File: config.mk
export PLATFORM = sky130hd
export DESIGN_NAME = alu_issue_seq
export DESIGN_NICKNAME = d
export VERILOG_FILES = /design/src/rtl/alu_issue_seq_pkg.sv /design/src/rtl/alu_issue_seq_regfile.sv /design/src/rtl/alu_issue_seq.sv
export SDC_FILE = /design/constraint.sdc
export NUM_CORES = 1
export LEC_CHECK = 0
export CORE_MARGIN = 5
export CORE_UTILIZATION = 37
export DETAILED_ROUTE_END_ITERATION = 12
export PLACE_DENSITY = 0.73
export SLEW_MARGIN = 20
export SYNTH_ARGS = -nofsm -noshare
export SYNTH_HDL_FRONTEND = slang
export SYNTH_HIERARCHICAL = 1
export SYNTH_SLANG_ARGS = --single-unit
File: constraint.sdc
create_clock -name clk -period 2.1 [get_ports clk]
set_clock_uncertainty 0.2 [all_clocks]
set_input_delay 0.42 -clock clk [delete_from_list [all_inputs] [get_ports clk]]
set_output_delay 0.42 -clock clk [all_outputs]
set_load 0.03 [all_outputs]
File: src/rtl/alu_issue_seq_pkg.sv
// Shared types for the ALU issue sequencer: opcodes, FSM states, flag layout, instruction payload.
// Optional build macro: SEQ_CARRY_CHAIN_EN (feeds the last carry flag back as alu_carry_in).
package alu_issue_seq_pkg;

    localparam int unsigned OP_W   = 4;
    localparam int unsigned REG_AW = 2;
    localparam int unsigned NREGS  = 4;
    localparam int unsigned FLAG_W = 5;

    typedef enum logic [OP_W-1:0] {
        OP_INVALID   = 4'd0,
        OP_ADD       = 4'd1,
        OP_ADD_CARRY = 4'd2,
        OP_SUB       = 4'd3,
        OP_AND       = 4'd4,
        OP_OR        = 4'd5,
        OP_XOR       = 4'd6,
        OP_NOT       = 4'd7,
        OP_ROL       = 4'd8,
        OP_ROR       = 4'd9
    } opcode_e;

    typedef enum logic [1:0] {
        ST_IDLE  = 2'd0,
        ST_ISSUE = 2'd1,
        ST_WB    = 2'd2
    } state_e;

    // Bit order matches the flags port: {parity,zero,borrow,carry,invalid}
    typedef struct packed {
        logic parity;
        logic zero;
        logic borrow;
        logic carry;
        logic invalid;
    } flags_t;

    typedef struct packed {
        logic [OP_W-1:0]   opcode;
        logic [REG_AW-1:0] rd;
        logic [REG_AW-1:0] rs1;
        logic [REG_AW-1:0] rs2;
    } instr_t;

endpackage

File: src/rtl/alu_issue_seq_regfile.sv
// 4-entry register file: writeback and host write ports (writeback wins on same address), 3 async reads.
module alu_issue_seq_regfile
    import alu_issue_seq_pkg::*;
#(
    parameter int unsigned BUS_WIDTH = 8
) (
    input  logic                 clk,
    input  logic                 reset_n,
    input  logic                 wb_en,
    input  logic [REG_AW-1:0]    wb_addr,
    input  logic [BUS_WIDTH-1:0] wb_data,
    input  logic                 ext_en,
    input  logic [REG_AW-1:0]    ext_addr,
    input  logic [BUS_WIDTH-1:0] ext_data,
    input  logic [REG_AW-1:0]    rs1_addr,
    input  logic [REG_AW-1:0]    rs2_addr,
    input  logic [REG_AW-1:0]    rd_addr,
    output logic [BUS_WIDTH-1:0] rs1_data_c,
    output logic [BUS_WIDTH-1:0] rs2_data_c,
    output logic [BUS_WIDTH-1:0] rd_data_c
);

    logic [BUS_WIDTH-1:0] mem [NREGS];

    always_ff @(posedge clk or negedge reset_n) begin
        if (!reset_n) begin
            for (int unsigned i = 0; i < NREGS; i++) begin
                mem[i] <= '0;
            end
        end else begin
            for (int unsigned i = 0; i < NREGS; i++) begin
                if (wb_en && (wb_addr == REG_AW'(i))) begin
                    mem[i] <= wb_data;
                end else if (ext_en && (ext_addr == REG_AW'(i))) begin
                    mem[i] <= ext_data;
                end
            end
        end
    end

    assign rs1_data_c = mem[rs1_addr];
    assign rs2_data_c = mem[rs2_addr];
    assign rd_data_c  = mem[rd_addr];

endmodule

File: src/rtl/alu_issue_seq.sv
// Issue stage in front of the combinational ALU: IDLE -> ISSUE -> WB, one instruction per 3 cycles.
// Optional build macro: SEQ_CARRY_CHAIN_EN (alu_carry_in taken from the last completed carry flag).
module alu_issue_seq
    import alu_issue_seq_pkg::*;
#(
    parameter int unsigned BUS_WIDTH = 8
) (
    input  logic                 clk,
    input  logic                 reset_n,
    input  logic                 instr_valid,
    output logic                 instr_ready,
    input  logic [OP_W-1:0]      instr_opcode,
    input  logic [REG_AW-1:0]    instr_rd,
    input  logic [REG_AW-1:0]    instr_rs1,
    input  logic [REG_AW-1:0]    instr_rs2,
    input  logic                 ext_wr_en,
    input  logic [REG_AW-1:0]    ext_wr_addr,
    input  logic [BUS_WIDTH-1:0] ext_wr_data,
    input  logic [REG_AW-1:0]    rd_addr,
    output logic [BUS_WIDTH-1:0] rd_data,
    output logic [OP_W-1:0]      alu_opcode,
    output logic [BUS_WIDTH-1:0] alu_a,
    output logic [BUS_WIDTH-1:0] alu_b,
    output logic                 alu_carry_in,
    input  logic [BUS_WIDTH-1:0] alu_y,
    input  logic                 alu_carry_out,
    input  logic                 alu_borrow,
    input  logic                 alu_zero,
    input  logic                 alu_parity,
    input  logic                 alu_invalid_op,
    output logic [FLAG_W-1:0]    flags,
    output logic                 done,
    output logic                 err
);

    state_e               state, state_nxt;
    instr_t               instr_c;
    flags_t               flags_q, flags_nxt;
    logic [REG_AW-1:0]    rd_q, rd_nxt;
    logic [OP_W-1:0]      opcode_nxt;
    logic [BUS_WIDTH-1:0] a_nxt, b_nxt;
    logic                 cin_nxt, done_nxt, err_nxt;
    logic                 cin_sel_c, wb_en_c;
    logic [BUS_WIDTH-1:0] rs1_data_c, rs2_data_c;

    assign instr_c = '{opcode: instr_opcode, rd: instr_rd, rs1: instr_rs1, rs2: instr_rs2};

`ifdef SEQ_CARRY_CHAIN_EN
    assign cin_sel_c = flags_q.carry;
`else
    assign cin_sel_c = 1'b0;
`endif

    alu_issue_seq_regfile #(.BUS_WIDTH(BUS_WIDTH)) u_regfile (
        .clk        (clk),
        .reset_n    (reset_n),
        .wb_en      (wb_en_c),
        .wb_addr    (rd_q),
        .wb_data    (alu_y),
        .ext_en     (ext_wr_en),
        .ext_addr   (ext_wr_addr),
        .ext_data   (ext_wr_data),
        .rs1_addr   (instr_c.rs1),
        .rs2_addr   (instr_c.rs2),
        .rd_addr    (rd_addr),
        .rs1_data_c (rs1_data_c),
        .rs2_data_c (rs2_data_c),
        .rd_data_c  (rd_data)
    );

    always_ff @(posedge clk or negedge reset_n) begin
        if (!reset_n) begin
            state        <= ST_IDLE;
            rd_q         <= '0;
            alu_opcode   <= '0;
            alu_a        <= '0;
            alu_b        <= '0;
            alu_carry_in <= 1'b0;
            flags_q      <= '0;
            done         <= 1'b0;
            err          <= 1'b0;
        end else begin
            state        <= state_nxt;
            rd_q         <= rd_nxt;
            alu_opcode   <= opcode_nxt;
            alu_a        <= a_nxt;
            alu_b        <= b_nxt;
            alu_carry_in <= cin_nxt;
            flags_q      <= flags_nxt;
            done         <= done_nxt;
            err          <= err_nxt;
        end
    end

    // Next state plus next values of every registered output
    always_comb begin
        state_nxt  = state;
        rd_nxt     = rd_q;
        opcode_nxt = alu_opcode;
        a_nxt      = alu_a;
        b_nxt      = alu_b;
        cin_nxt    = alu_carry_in;
        flags_nxt  = flags_q;
        done_nxt   = 1'b0;
        err_nxt    = err;
        wb_en_c    = 1'b0;
        case (state)
            ST_IDLE: begin
                if (instr_valid) begin
                    state_nxt  = ST_ISSUE;
                    rd_nxt     = instr_c.rd;
                    opcode_nxt = instr_c.opcode;
                    a_nxt      = rs1_data_c;
                    b_nxt      = rs2_data_c;
                    cin_nxt    = cin_sel_c;
                end
            end
            ST_ISSUE: begin
                state_nxt = ST_WB;
            end
            ST_WB: begin
                state_nxt = ST_IDLE;
                done_nxt  = 1'b1;
                if (alu_invalid_op) begin
                    flags_nxt.invalid = 1'b1;
                    err_nxt           = 1'b1;
                end else begin
                    wb_en_c          = 1'b1;
                    flags_nxt.parity = alu_parity;
                    flags_nxt.zero   = alu_zero;
                    flags_nxt.borrow = alu_borrow;
                    flags_nxt.carry  = alu_carry_out;
                    flags_nxt.invalid = 1'b0;
                end
            end
            default: begin
                state_nxt = ST_IDLE;
            end
        endcase
    end

    assign instr_ready = (state == ST_IDLE);
    assign flags       = flags_q;

endmodule

==> results list <==
* Post-detailed-route DRC marker count: 0
- Total CTS buffers: 9
- The first detailed-routing pass ran for 4 iterations.
- Antenna violations before repair: 0
- Synthesis-stage register bit count: 63
* Pin count of the biggest net entering global routing: between 40 and 50
* Worst Hold Depth: 1
- The startpoint identified for the worst hold timing path is err.
- Max-cap check violation count: 0
- Critical register-to-register path startpoint: state[0]
- The clock passes through at most 2 buffers.
- Setup Viol. Count Final: 0
- In this run, synthesis inferred 0 flip-flops with an integrated enable.
- Required arrival time at the worst endpoint: about 1.5 ns
* Power density over the cells: 1100 nW/um^2
* Cell Count Post-Placement: roughly 470
- The final layout contains routed wiring with a total length of 8.30 mm.
- Final Hold Viols: 0
- CTS built an H-tree with a depth of 3.
- Root buf cell: clkbuf_8
- Result of the run: complete, no violations
* Clock sink count: 63
* Global-route wire length before repair: approximately 14 mm
- Setup slack closes at between 0.04 and 0.05 ns.
* Total global routing overflow: 0
* Prevailing post-synth register cell: dfrtp_1
- The via count of the first global-routing pass came to roughly 2700.
- The critical path crosses 2 cells after its start point.
- Post-Layout Inst Area: around 4500 um^2
- DP Worst Slack: -0.576 ns
- By startpoint and endpoint, the worst setup path is classified as reg -> out.
* Total Routing Usage GR: between 10% and 20%
* Arrival time at the worst endpoint: 1.44 ns
- Cell Chain, Critical Path: mux4_2, buf_4
- Number of nets with antenna violations after routing: 0
- In this run the core area contains 34 standard-cell rows.
- For hold timing, the worst endpoint is err.
* Die Y-Extent: roughly 110 um
- Clock latency on the worst-skew pair, taken at its later pin, is 0.33 ns.
- The min-delay analysis places its worst path in the category reg -> reg.
- In the finished design, the share of the clock period the worst path needs comes to a little over nine tenths.
- By area the synthesized netlist is led by dfrtp_1 (47%), mux4_2 (16%), mux2_2 (8.7%).
- Biggest cell delay along the critical path: 0.50 ns
- The Yosys step of the flow raised 6 warnings.
- In this run the cell area of the synthesized design comes to roughly 3300 um^2.
* Via count of the routed design: 2571
- Type of destination of the critical path: output port
* Maximum achievable frequency: 486 MHz
- Setup repair after global routing left no endpoint under its margin.
* Category of the worst setup path launch point: register
- Die Footprint: 11000 um^2
- Depth of the most critical reg-to-reg path: 5
* Clock slew at the register clock pins of the worst setup and hold paths: about 0.06 ns
* Most numerous cell types in the synthesized netlist: nand2_1 (64), dfrtp_1 (63), nor2_1 (31), mux2_2 (26)
- Static power due to leakage: 1.89 nW
- Share of synthesized registers carrying an async set or reset: 100%
- Net count after synthesis: about 320
* DRT iter0 DRCs: around 200
* Number of primary I/O pins: between 70 and 80
* Setup TNS after final layout: 0 ns
- Antenna Diode Count: 0
- Fraction of final layout cells with drive strength greater than 1: between 20% and 30%
- Reg-to-reg slack, setup: between 0.2 and 0.3 ns
- By instance count, the leading cell after synthesis is nand2_1.
- Post-DP HPWL: 6.39 mm
* Drt via density: ~5.3
* Worst-case vdd ir drop: between 0.3 and 0.4 mV
- Post-synth top area share: between 40% and 50%
- Reg2reg end: u_regfile/mem[30]
- In this design, the largest share of critical-path delay is due to multiplexers.
- Net count, final: 412
* Yosys top cell by area: dfrtp_1
* Final Max Slew Viols: 0
* Crit-path max FO: 4
* Core Region: between 8000 and 9000 um^2
* Library cells used by synthesis: 28
- IO buf count: between 70 and 80
- After detailed routing, the average wire length per cell comes to between 15 and 20 um.
- Syn_area_per_cell: about 12 um^2
- Layout overhead on the synthesized area: 35.1%
- Minimum clock period after layout: roughly 2.1 ns
- Sequential elements use between 40% and 50% of the synthesized area.
- Power after layout: 4.97 mW
- The congestion estimate from routability-driven global placement came to between 0.8 and 0.9.
- The initial utilization of the core area, before any placement, comes to between 30% and 40%.
- The largest individual stage delay along the critical path comes from the cell mux4_2.
- Counting both buffers and inverters, the worst setup path holds a total of 1.
* CTS tree: done
* Cell area after placement: roughly 4300 um^2
- Synthesis produced approximately 280 cells.
* Horizontal extent of the die: about 110 um
- The finished layout holds between 400 and 500 standard cells, fillers aside.
cells by family (layout without fill, tap and decap cells):
kind of cell / count (synthesis) / after routing / synth area share [%]
AOI/OAI and AO/OA: 33 / 33 / 7.96
buffers and inverters: 21 / 115 / 4.07
DFF: 63 / 63 / 47.1
muxes: 51 / 51 / 25.2
other: 1 / 1 / 0.112
and+or+nand+nor: 113 / 113 / 15.5
worst max-delay path by stage:
stage,startpoint,slack [ns],to
3_5_place_dp,rd_addr[0],-0.58,rd_data[5]
3_3_place_gp,rd_addr[0],-0.54,rd_data[5]
6_report,u_regfile/mem[7],0.04,rd_data[7]
2_1_floorplan,rd_addr[0],0.20,rd_data[0]
5_1_grt,u_regfile/mem[12],0.01,rd_data[4]
4_1_cts,u_regfile/mem[13],-0.006,rd_data[5]
worst reg2reg max path, delay by kind of cell, from the launching register on:
| kind | cells | cell delay, ns |
|---|---|---|
| buf+inv | 1 | 0.18 |
| compound gates | 1 | 0.05 |
| simple gates | 3 | 0.82 |
| flops | 1 | 0.46 |
cell usage in the layout (no fill, tap or decap), drive strengths merged, types with 2 or more instances in the layout:
cell type      synthesis  final
nor3b                  3      3
nand2                 64     64
buf                   20     36
or3b                   2      2
clkbuf                 1     13
dfrtp                 63     63
a31oi                 32     32
dlygate4sd2            0      2
mux4                  24     24
nor2                  33     33
mux2                  27     27
nand3                  2      2
nand3b                 4      4
clkdlybuf4s50          0     62
and3b                  2      2
registers in the layout (all words and copies together), names as in the netlist:
register / cells
u_regfile/mem: 32
alu_a: 8
alu_b: 8
flags: 5
alu_opcode: 4
rd_q: 2
state: 2
done: 1
err: 1
per-layer routing:
metal	GRT usage (%)	vias up	wire, um
li1	-	1200	-
met4	5.94	0	165
met1	21.4	1260	3610
met5	0	-	0
met3	4.69	13	615
met2	24.3	98	3920
through the flow:
step                      hold slack (ns)  util [%]
after floorplan                   -0.0756         -
after global placement              0.172      49.6
after detailed placement            0.172      49.6
after CTS                           0.261      51.7
after global routing                0.286      51.6
final                               0.257      51.6
report_power, final:
part	switching [mW]	internal [mW]	leakage, nW	total (mW)
clock	0.423	0.479	0.0854	0.902
combinational	1.05	1.09	1.04	2.14
sequential	0.308	1.62	0.763	1.93
total	1.78	3.19	1.89	4.97
layout make-up:
| type | instances | area [um^2] |
|---|---|---|
| clock buffer | 13 | 159 |
| tap | 108 | 135 |
| timing repair buffer | 101 | 1010 |
| clock inverter | 1 | 5.00 |
| sequential | 63 | 1580 |
| multi-input combinational | 198 | 1630 |
| fill | 789 | 4240 |
timing repair:
item                                    4_1_cts  5_1_grt
pin swaps                                     0        0
endpoints found under the hold margin        16        0
gates resized for setup                      13        2
endpoints found under the setup margin        9        1
hold buffers                                  1        0
buffers inserted                              0        0
Power figures use the tool's default switching activity.
